`src/rtl/stopwatch_display_scan.sv`:
```
// ============================================================================
// Module  : stopwatch_display_scan
// Purpose : Scans four BCD digits (MM:SS) onto an active-low 4-digit 7-segment
//           display, with frame-synchronous shadowing and adjust-mode blinking.
// Revision: 1.0
// ============================================================================
`default_nettype none

module stopwatch_display_scan #(
  parameter int REFRESH_DIV = 100000,
  parameter int BLINK_DIV   = 25000000
) (
  input  logic       master_clk,
  input  logic       rst,
  input  logic [3:0] min_tens,
  input  logic [3:0] min_ones,
  input  logic [3:0] sec_tens,
  input  logic [3:0] sec_ones,
  input  logic       adj,
  input  logic       sel,
  output logic [6:0] seg,
  output logic       dp,
  output logic [3:0] an
);

  localparam int RW = (REFRESH_DIV > 1) ? $clog2(REFRESH_DIV) : 1;
  localparam int BW = (BLINK_DIV > 1) ? $clog2(BLINK_DIV) : 1;

  localparam logic [RW-1:0] c_REFRESH_LAST = RW'(REFRESH_DIV - 1);
  localparam logic [BW-1:0] c_BLINK_LAST   = BW'(BLINK_DIV - 1);
  localparam logic [6:0]    c_SEG_OFF      = 7'b1111111;
  localparam logic [3:0]    c_AN_OFF       = 4'b1111;

  logic [RW-1:0] refresh_cnt_q, refresh_cnt_d;
  logic [1:0]    idx_q, idx_d;
  logic [BW-1:0] blink_cnt_q, blink_cnt_d;
  logic          blink_ph_q, blink_ph_d;
  logic [3:0]    sh_min_tens_q, sh_min_ones_q, sh_sec_tens_q, sh_sec_ones_q;
  logic [3:0]    sh_min_tens_d, sh_min_ones_d, sh_sec_tens_d, sh_sec_ones_d;
  logic [6:0]    seg_q, seg_d;
  logic          dp_q, dp_d;
  logic [3:0]    an_q, an_d;

  logic          w_refresh_wrap;
  logic          w_blink_wrap;
  logic          w_blank;
  logic [3:0]    w_digit;
  logic [6:0]    w_seg_dec;

  assign w_refresh_wrap = (refresh_cnt_q == c_REFRESH_LAST);
  assign w_blink_wrap   = (blink_cnt_q == c_BLINK_LAST);

  always_comb begin
    refresh_cnt_d = w_refresh_wrap ? '0 : refresh_cnt_q + RW'(1);
    idx_d         = w_refresh_wrap ? idx_q + 2'd1 : idx_q;
  end

  // Inputs are only sampled at the frame boundary so a frame never mixes old/new time.
  always_comb begin
    sh_min_tens_d = sh_min_tens_q;
    sh_min_ones_d = sh_min_ones_q;
    sh_sec_tens_d = sh_sec_tens_q;
    sh_sec_ones_d = sh_sec_ones_q;
    if (w_refresh_wrap && (idx_q == 2'd3)) begin
      sh_min_tens_d = min_tens;
      sh_min_ones_d = min_ones;
      sh_sec_tens_d = sec_tens;
      sh_sec_ones_d = sec_ones;
    end
  end

  always_comb begin
    blink_cnt_d = '0;
    blink_ph_d  = 1'b0;
    if (adj) begin
      blink_cnt_d = w_blink_wrap ? '0 : blink_cnt_q + BW'(1);
      blink_ph_d  = w_blink_wrap ? ~blink_ph_q : blink_ph_q;
    end
  end

  always_comb begin
    case (idx_q)
      2'd0:    w_digit = sh_sec_ones_q;
      2'd1:    w_digit = sh_sec_tens_q;
      2'd2:    w_digit = sh_min_ones_q;
      default: w_digit = sh_min_tens_q;
    endcase
  end

  always_comb begin
    case (w_digit)
      4'd0:    w_seg_dec = 7'b1000000;
      4'd1:    w_seg_dec = 7'b1111001;
      4'd2:    w_seg_dec = 7'b0100100;
      4'd3:    w_seg_dec = 7'b0110000;
      4'd4:    w_seg_dec = 7'b0011001;
      4'd5:    w_seg_dec = 7'b0010010;
      4'd6:    w_seg_dec = 7'b0000010;
      4'd7:    w_seg_dec = 7'b1111000;
      4'd8:    w_seg_dec = 7'b0000000;
      4'd9:    w_seg_dec = 7'b0010000;
      default: w_seg_dec = 7'b0111111;
    endcase
  end

  // idx_q[1] separates the minutes pair (2,3) from the seconds pair (0,1).
  assign w_blank = adj && blink_ph_q && (sel ? ~idx_q[1] : idx_q[1]);

  always_comb begin
    an_d  = c_AN_OFF;
    seg_d = c_SEG_OFF;
    dp_d  = 1'b1;
    if (!w_blank) begin
      an_d  = ~(4'b0001 << idx_q);
      seg_d = w_seg_dec;
      dp_d  = (idx_q != 2'd2);
    end
  end

  always_ff @(posedge master_clk or negedge rst) begin
    if (!rst) begin
      refresh_cnt_q <= '0;
      idx_q         <= '0;
      blink_cnt_q   <= '0;
      blink_ph_q    <= 1'b0;
      sh_min_tens_q <= '0;
      sh_min_ones_q <= '0;
      sh_sec_tens_q <= '0;
      sh_sec_ones_q <= '0;
      an_q          <= c_AN_OFF;
      seg_q         <= c_SEG_OFF;
      dp_q          <= 1'b1;
    end else begin
      refresh_cnt_q <= refresh_cnt_d;
      idx_q         <= idx_d;
      blink_cnt_q   <= blink_cnt_d;
      blink_ph_q    <= blink_ph_d;
      sh_min_tens_q <= sh_min_tens_d;
      sh_min_ones_q <= sh_min_ones_d;
      sh_sec_tens_q <= sh_sec_tens_d;
      sh_sec_ones_q <= sh_sec_ones_d;
      an_q          <= an_d;
      seg_q         <= seg_d;
      dp_q          <= dp_d;
    end
  end

  assign an  = an_q;
  assign seg = seg_q;
  assign dp  = dp_q;

endmodule

`default_nettype wire

```
`config.mk`:
```
export PLATFORM = sky130hd
export DESIGN_NAME = stopwatch_display_scan
export DESIGN_NICKNAME = d
export VERILOG_FILES = /design/src/rtl/stopwatch_display_scan.sv
export SDC_FILE = /design/constraint.sdc
export NUM_CORES = 1
export LEC_CHECK = 0
export BUFFER_PORTS_ARGS = -buffer_cell sky130_fd_sc_hd__clkbuf_2
export CORE_MARGIN = 10
export CORE_UTILIZATION = 35
export CTS_BUF_LIST = sky130_fd_sc_hd__clkbuf_4 sky130_fd_sc_hd__clkbuf_8
export DETAILED_ROUTE_END_ITERATION = 10
export PLACE_DENSITY_LB_ADDON = 0.15
export SKIP_LAST_GASP = 1
export SYNTH_ARGS = -nofsm -noshare
export SYNTH_HDL_FRONTEND = slang
export SYNTH_SLANG_ARGS = --single-unit
```
`constraint.sdc`:
```
create_clock -name master_clk -period 2.8 [get_ports master_clk]
set_input_delay 0.28 -clock master_clk [delete_from_list [all_inputs] [get_ports master_clk]]
set_output_delay 0.28 -clock master_clk [all_outputs]
set_load 0.02 [all_outputs]
```
==> metrics.csv <==
stage,metric,value,unit
outcome,status,completed,
grt,grt met3 use,0.0277,
yosys,cell count after synthesis,322,
route,Routed WL per cell,13.7,µm
yosys,Synth cell types,47,
yosys,post-synthesis register bit count,72,
setup_path,critical path endpoint category,flop,
cells_and_area,ratio of cells with drive above 1 in the final layout,0.236,
clocking,CTS H-tree lvls,3,
sta,worst hold slack,0.156,ns
route,post-route ant nets,0,
yosys,largest family of logic cells by synthesized area,simple AND/OR/NAND/NOR gates,
placement,Placed Cells,480,
clocking,Clock Path Buffers,2,
route,DRT Pass-1 Iters,4,
grt,met2 GRT Util,0.149,
cells_and_area,cell area after layout,4040,µm²
power,P_leak,1.70,nW
yosys,"EDFF count, synth",0,
placement,gp weighted congestion,0.743,
yosys,Synth Net Count,352,
yosys,complex-gate fraction of the synthesized area,0.0885,
sta,final setup fails,0,
setup_path,CP Data Required Time,3.08,ns
yosys,synthesized area per cell,10.8,µm²
job,Max-cap violations,0,
route,Via density,4.98,
yosys,Synth top cells by count,"61 x dfrtp_1, 25 x nor2_1, 18 x nand3_1",
setup_path,worst path arrival time,2.64,ns
floorplan,Die Width,120,µm
yosys,"top cells by area, synth","dfrtp_1 44%, dfstp_2 8.3%, mux2_2 5.5%",
sta,period utilization,0.846,
floorplan,die footprint,14300,µm²
clocking,clk slew on worst S/H paths,0.09,ns
clocking,Clock Latency Late Sink,0.35,ns
yosys,prevailing post-synth register cell,dfrtp_1,
clocking,clock sink count,72,
yosys,XOR/XNOR share of the synthesized area,0.0680,
grt,first-pass GRT wire length,12000,µm
grt,grt met1 use,0.134,
sta,Slew headroom,0.479,
cells_and_area,Layout fillers,978,
sta,transition time at the pin with the least slew margin,0.760,ns
setup_path,crit path max-delay cell type,or4b_2,
cells_and_area,multi-input logic area,1540,µm²
sta,setup TNS,0,ns
floorplan,initial cell density of the core,0.358,
grt,GRT Total Usage,0.101,
yosys,most instantiated library cell after synthesis,dfrtp_1,
yosys,sequential area share after synthesis,0.522,
sta,min Tclk post-route,2.37,ns
cells_and_area,FF+latch area,1820,µm²
route,DRT Wirelength,6820,µm
sta,Clock Skews,0.0152,ns
clocking,# resized after CTS,0,
setup_path,"slowest stage delay, CP",0.71,ns
min_path,worst hold start,min_tens[2],
yosys,Post-synth ARST share,1.00,
route,initial drt markers,105,
setup_path,crit path launch,idx_q[0]$_DFFE_PN0N_,
sta,fmax,0.422,GHz
cells_and_area,Diodes inserted,0,
clocking,clk root buf,clkbuf_8,
yosys,multiplexer area fraction after synthesis,0.0637,
setup_path,reg2reg setup slack,0.43,ns
yosys,Post-Synth Simple-Gate Area,0.186,
setup_path,Startpoint Class,flop,
setup_path,critical path's top delay family,simple AND/OR/NAND/NOR gates,
floorplan,site row count,36,
cells_and_area,Layout Cells excl Fill,497,
floorplan,Core ar.,9730,µm²
sta,Slew Limit Fails,0,
cells_and_area,"Area growth, synth to finish",16.1,%
yosys,Synth Cell Area,3480,µm²
floorplan,io pins,32,
cells_and_area,net count reported at finish,389,
setup_path,critical path type,flop to flop,
sta,RSZ-0062 raised after global routing,no,
yosys,Ys Warns,0,
placement,DP HPWL,4950,µm
min_path,Hold Crit Class,input pin to flop,
setup_path,FF-to-FF Start,idx_q[0]$_DFFE_PN0N_,
grt,vias in the first global route,2533,
placement,port buffer count,31,
placement,DP Area,3770,µm²
yosys,Yosys top cell area share,0.439,
power,P per Cell Area,550,nW/µm²
yosys,cell taking the most area after synthesis,dfrtp_1,
yosys,Synth Area in Adders,0.0360,
setup_path,Worst Path Buf+Inv,1,
floorplan,Die H,120,µm
clocking,# Post-CTS Setup Buffers,0,
power,VDD IR max,0.221,mV
clocking,Num CTS Buffers,9,
route,DR vias,2474,
clocking,CTS tree,yes,
grt,initial antenna violation count,0,
route,DRC Markers,0,
grt,GR peak layer,met2,
sta,final hold violations,0,
setup_path,CP max FO,12,
grt,GRT overflow,0,
grt,largest net degree at the start of global routing,31,
setup_path,CP Cell Sequence,"inv_1, ha_1, a222oi_1, mux2i_1, or4b_2, nand3_1",
registers in the layout, summed over array words and instances, names as in the netlist:
name,cells
blink_cnt_q,25
refresh_cnt_q,17
seg,7
sh_min_ones_q,4
sh_min_tens_q,4
sh_sec_ones_q,4
sh_sec_tens_q,4
an,3
idx_q,2
blink_ph_q,1
dp,1
kinds of logic after synthesis:
| kind of cell | count (synthesis) |
|---|---|
| AND/OR/NAND/NOR | 117 |
| flip-flops | 72 |
| AO/OA/AOI/OAI | 48 |
| buffers and inverters | 28 |
| XOR/XNOR | 27 |
| multiplexers | 20 |
| adder cells (fa/ha/maj) | 10 |
final cells by class:
cell class	count	share of cell area
Timing Repair Buffer	37	0.0502
Clock inverter	6	0.0285
Sequential cell	72	0.450
Inverter	17	0.0158
Tap cell	133	0.0412
Clock buffer	10	0.0341
Multi-Input combinational cell	222	0.381
routing by layer:
| layer | share of wire | vias to the layer above |
|---|---|---|
| met1 | 0.49 | 1175 |
| met4 | 0.027 | 0 |
| met3 | 0.044 | 16 |
| met2 | 0.44 | 53 |
| li1 | - | 1230 |
| met5 | 0 | - |
worst paths after layout:
kind,end,depth (start not counted)
min,sh_min_tens_q[2]$_DFFE_PN0P_,2
max in group asynchronous,seg[3]$_DFF_PN1_,3
min in group asynchronous,sh_min_ones_q[1]$_DFFE_PN0P_,2
max,seg[0]$_DFF_PN1_,6
min reg2reg,refresh_cnt_q[0]$_DFF_PN0_,1
max reg2reg,seg[0]$_DFF_PN1_,6
through the flow:
step                worst slack, ns   util  total power [W]
floorplan                     0.723      -          0.00116
global placement              0.620  0.388          0.00122
detailed placement            0.510  0.388          0.00122
CTS                           0.456  0.415          0.00225
global route                  0.305  0.415          0.00231
finish                        0.432  0.415          0.00222
cells in the final DEF, fill, tap and decap left out, types with 15 or more instances in the layout:
cell type	count
inv_1	16
nor2_1	25
nand2_1	17
dfrtp_1	61
mux2_2	17
xnor2_1	15
clkbuf_2	30
o21ai_0	17
a21oi_1	15
nand3_1	18
power breakdown:
part           switching [W]  total (W)  internal [W]  leakage (nW)
clock               0.000406    0.00103      0.000621         0.123
combinational      0.0000687   0.000112     0.0000435         0.668
sequential         0.0000130    0.00108       0.00107         0.914
total               0.000488    0.00222       0.00173          1.70
repair_timing:
| action | 4_1_cts | 5_1_grt |
|---|---|---|
| hold buffers | 1 | 0 |
| setup endpoints to repair | 0 | 0 |
| endpoints found under the hold margin | 17 | 0 |
Note: power is estimated with default switching activity, not from simulation.
